`src/rtl/switch_debounce_port.sv`:
```
// Memory-mapped switch input port: 2-flop synchroniser, per-bit debounce,
// sticky write-1-to-clear change flags and a level interrupt, all on the falling clock edge.
`timescale 1ns/1ps
module switch_debounce_port #(
  parameter int WIDTH     = 16,
  parameter int DB_CYCLES = 20,
  parameter int EDGE_MODE = 0
) (
  input  logic             switclk,
  input  logic             switrst,
  input  logic             switcs,
  input  logic             switread,
  input  logic             switwrite,
  input  logic [1:0]       switchaddr,
  input  logic [31:0]      switch_wmask,
  input  logic [WIDTH-1:0] switch_rdata,
  output logic [31:0]      switch_wdata,
  output logic             switch_irq
);

  localparam int CW = (DB_CYCLES > 1) ? $clog2(DB_CYCLES) : 1;
  localparam logic [CW-1:0] CNT_MAX = CW'(DB_CYCLES - 1);

  typedef enum logic [1:0] {
    ADDR_LO    = 2'b00,
    ADDR_WORD  = 2'b01,
    ADDR_HI    = 2'b10,
    ADDR_FLAGS = 2'b11
  } addr_e;

  logic [WIDTH-1:0] sync1_q, sync2_q;
  logic [WIDTH-1:0] stable_q, stable_d;
  logic [WIDTH-1:0] flags_q, flags_d;
  logic [CW-1:0]    cnt_q [WIDTH];
  logic [CW-1:0]    cnt_d [WIDTH];
  logic [31:0]      wdata_q, wdata_d;

  logic [WIDTH-1:0] ev;
  logic [WIDTH-1:0] clr;
  logic [31:0]      stable_ext, flags_ext;
  addr_e            addr;
  logic             unused_wmask;

  assign addr         = addr_e'(switchaddr);
  assign unused_wmask = ^switch_wmask;

  // Debounce: a bit must disagree with its stable value for DB_CYCLES
  // consecutive edges; any agreement in between restarts the count.
  always_comb begin
    // NOTE: every combinational output gets a default first so no path leaves it unassigned (no latch).
    stable_d = stable_q;
    for (int i = 0; i < WIDTH; i++) begin
      cnt_d[i] = '0;
      if (sync2_q[i] != stable_q[i]) begin
        if (cnt_q[i] == CNT_MAX) begin
          stable_d[i] = sync2_q[i];
        end else begin
          cnt_d[i] = cnt_q[i] + 1'b1;
        end
      end
    end
  end

  always_comb begin
    ev = '0;
    case (EDGE_MODE)
      1:       ev = stable_d & ~stable_q;
      2:       ev = ~stable_d & stable_q;
      default: ev = stable_d ^ stable_q;
    endcase
  end

  // A new event outranks a clear of the same bit in the same cycle.
  always_comb begin
    clr = '0;
    if (switcs && switwrite && addr == ADDR_FLAGS) begin
      clr = switch_wmask[WIDTH-1:0];
    end
    flags_d = (flags_q & ~clr) | ev;
  end

  always_comb begin
    stable_ext            = '0;
    stable_ext[WIDTH-1:0] = stable_q;
    flags_ext             = '0;
    flags_ext[WIDTH-1:0]  = flags_q;
    wdata_d               = wdata_q;
    if (switcs && switread) begin
      case (addr)
        ADDR_LO:    wdata_d = {24'b0, stable_q[7:0]};
        ADDR_WORD:  wdata_d = stable_ext;
        ADDR_HI:    wdata_d = {24'b0, stable_q[15:8]};
        ADDR_FLAGS: wdata_d = flags_ext;
        default:    wdata_d = wdata_q;
      endcase
    end
  end

  always_ff @(negedge switclk or posedge switrst) begin
    if (switrst) begin
      sync1_q  <= '0;
      sync2_q  <= '0;
      stable_q <= '0;
      flags_q  <= '0;
      wdata_q  <= '0;
      // NOTE: cnt is a small register array, not a RAM, so it is reset like every other flop.
      for (int i = 0; i < WIDTH; i++) cnt_q[i] <= '0;
    end else begin
      // NOTE: non-blocking assignments so every flop samples pre-edge values, which the synchroniser chain depends on.
      sync1_q  <= switch_rdata;
      sync2_q  <= sync1_q;
      stable_q <= stable_d;
      flags_q  <= flags_d;
      wdata_q  <= wdata_d;
      for (int i = 0; i < WIDTH; i++) cnt_q[i] <= cnt_d[i];
    end
  end

  assign switch_wdata = wdata_q;
  assign switch_irq   = |flags_q;

endmodule

```
`config.mk`:
```
export PLATFORM = sky130hd
export DESIGN_NAME = switch_debounce_port
export DESIGN_NICKNAME = d
export VERILOG_FILES = /design/src/rtl/switch_debounce_port.sv
export SDC_FILE = /design/constraint.sdc
export NUM_CORES = 1
export LEC_CHECK = 0
export BUFFER_PORTS_ARGS = -buffer_cell sky130_fd_sc_hd__buf_2
export CAP_MARGIN = 10
export CORE_ASPECT_RATIO = 1.25
export CORE_UTILIZATION = 43
export CTS_BUF_LIST = sky130_fd_sc_hd__clkbuf_16
export DETAILED_ROUTE_END_ITERATION = 8
export GPL_TIMING_DRIVEN = 1
export PLACE_DENSITY = 0.61
export SYNTH_ARGS = -nofsm -noshare
export SYNTH_HDL_FRONTEND = slang
export SYNTH_SLANG_ARGS = --single-unit
```
`constraint.sdc`:
```
create_clock -name switclk -period 9.1 [get_ports switclk]
set_clock_uncertainty 0.2 [all_clocks]
set_input_delay 0.455 -clock switclk [delete_from_list [all_inputs] [get_ports switclk]]
set_output_delay 0.455 -clock switclk [all_outputs]
set_load 0.005 [all_outputs]
```
==> metrics.txt <==
die width=114.6 um; Final ANT Viol Nets=0; Synth Register Bits=160; crit path DAT=6.03 ns; Starting Density=0.4380; Hold Vio Cnt, Final=0; vias per cell=between 4 and 5; Post-CTS Setup Bufs=0; post-CTS sizing=0; RSZ-0062 raised after global routing=false; Min-Delay Startpoint=sync1_q[13]; Crit. End Element=output port; Port Buffers=55; Crit path depth=3; Die H=~140 um; Final HPWL DP=roughly 8500 um; Critical Path Start=flags_q[6]; vias in the first global route=about 4,300; drt pass-1 iters=5; Post-CTS Hold Buffers=0; ant diodes=0; pre-CTS setup slack=1.999 ns; final setup vio count=0; Setup TNS=0 ns; post-synthesis instance total=567; delay of the slowest critical-path stage=roughly 0.39 ns; critical path type=reg -> out; largest net degree at the start of global routing=around 160; most frequent cells in the layout=dfrtn_1, nor2_1, buf_2, nand2_1, xnor2_1; status=finished, final reports clean; number of flops mapped to enable cells by yosys=0; sequential share of power=0.504; Post-Syn Area=between 0.006 and 0.007 mm^2; register area share after synthesis=0.5872; Top Ports=88; DRT iter0 DRCs=between 200 and 300; Tot GR Track Use=0.1671; Core Footprint=roughly 0.016 mm^2; total power=roughly 1.5 mW; grt total ovfl=0; crit-path cells=nor4_1 -> nand4_1 -> buf_2; Primary FF master, synth=dfrtn_1; max_cap viols=0; # rows=51; RR Startpoint=cnt_q[20]; nature of the critical path startpoint=flip-flop; worst-margin pin slew=0.8929 ns; leakage=~3.8 nW; leading cell type in the layout, fill and taps excluded=dfrtn_1; worst hold path class=reg -> reg; Cell variety after synth=33; Hold Slack=0.09510 ns; PD cells=~200 mW/mm^2; post-DR wirelength/cell=approximately 15 um; Comb pwr share=0.057; worst vdd ir=0.1187 mV; GP Congestion=~0.73; Net Sw Frac=0.2268; Sw Pwr=about 0.35 mW; Die ar.=~0.016 mm^2; Hold Crit Depth=0; via count=between 4,000 and 5,000; initial antenna violation count=0; routed wire length=12,470 um; layout cell share with drive strength beyond 1=0.1752; max-slew violations=0; Clock Tree Buf Depth=2; ys async rst share=1.000; Top delay family on crit path=simple AND/OR/NAND/NOR gates; synthesized area per cell=12.03 um^2; TritonCTS clock tree=yes; Int Pwr=about 1.2 mW; R2R cell count=4; CTS Sinks=160; Synth-to-Final Area Change=14.46%; Syn. warnings=0; cts bufs inserted=17; H-tree levels=4; Worst-Skew Late Latency=around 0.40 ns; Slowest cell on crit path=dfrtn_1; Req. time, crit path=8.45 ns; max_slew headroom=0.4047; # DRC=0; Buf/Inv on CP=1; first-pass GRT wire length=between 20,000 and 25,000 um; CTS root buf=clkbuf_16; final worst slack=about 2.4 ns; final net count=704; Crit Path Max Fanout=3; clock slew at reported path FFs=0.04 ns; Clock power frac=0.439
==> sequential cells by signal (all words and copies together) (netlist names) <==
name	flops
cnt_q	80
flags_q	16
stable_q	16
switch_wdata	16
sync1_q	16
sync2_q	16
==> routing by layer <==
metal / wire length, um / global-route usage / up-vias
li1: - / - / 2051
met1: 5629 / 0.2037 / 2119
met2: 6205 / 0.2817 / 90
met3: 479 / 0.04754 / 14
met4: 158 / 0.06015 / 0
met5: 0 / 0 / -
==> layout make-up <==
| type | count | area [um^2] |
|---|---|---|
| inverters | 7 | 30.03 |
| flip-flops and latches | 160 | 4004 |
| clock inverters | 14 | 127.6 |
| well taps | 212 | 265.3 |
| clock buffers | 17 | 425.4 |
| repair buffers | 56 | 295.3 |
| multi-input cells | 391 | 2658 |
| fillers | 1439 | 7765 |
==> logic make-up (layout without fill, tap and decap cells) <==
group	count (synthesis)	in the layout	synth area share
buffers and inverters	31	94	0.03138
muxes	42	42	0.06459
DFF	160	160	0.5872
and+or+nand+nor	190	190	0.1352
AOI/OAI and AO/OA	70	70	0.07853
xor gates and xnor gates	57	57	0.07321
other	1	16	0.0005499
adders and majority gates	16	16	0.02936
==> worst paths after layout <==
| path | slack [ns] | end |
|---|---|---|
| worst max-delay path | 2.41 | switch_irq |
| worst min-delay path | 0.1 | sync2_q[13] |
| worst max register to register | 7.32 | stable_q[11] |
| worst min register to register | 0.1 | sync2_q[13] |
| max in group asynchronous | 3.51 | cnt_q[36] |
| min in group asynchronous | 4.46 | cnt_q[47] |
==> Yosys cell counts (10+ instances only) <==
master,instances,area (um^2)
a22o_1,10,87.58
mux2_2,16,180.2
xnor2_1,32,280.3
buf_4,17,127.6
dfrtn_1,160,4004
nor3_1,10,50.05
nand2b_1,10,62.56
nor2_1,61,229.0
nand3_1,23,115.1
mux2i_1,26,260.3
a21o_1,14,105.1
a32o_1,10,100.1
nand2_1,45,168.9
and2_1,17,106.4
ha_1,16,200.2
o31ai_1,10,75.07
xor2_1,25,219.0
==> power groups by stage <==
stage | sequential [mW] | combinational, mW | clock [mW]
finish | 0.768 | 0.0870 | 0.670
global route | 0.772 | 0.101 | 0.717
CTS | 0.767 | 0.0897 | 0.687
detailed placement | 0.779 | 0.0890 | 0
global placement | 0.777 | 0.0848 | 0
floorplan | 0.774 | 0.0663 | 0
==> worst reg2reg max path: cells and delay by family (launching register included) <==
kind          cells  cell delay [ns]
simple gates      2             0.37
mux               1             0.37
fa+ha+maj         1             0.26
flops             1             0.44
==> per-stage QoR <==
stage / std cells / util / instance area [um^2]
2_1_floorplan: 582 / - / 6879
3_3_place_gp: 826 / 0.4658 / 7252
3_5_place_dp: 826 / 0.4658 / 7252
4_1_cts: 857 / 0.5013 / 7805
5_1_grt: 857 / 0.5013 / 7805
6_report: 857 / 0.5013 / 7805
Power figures use the tool's default switching activity.
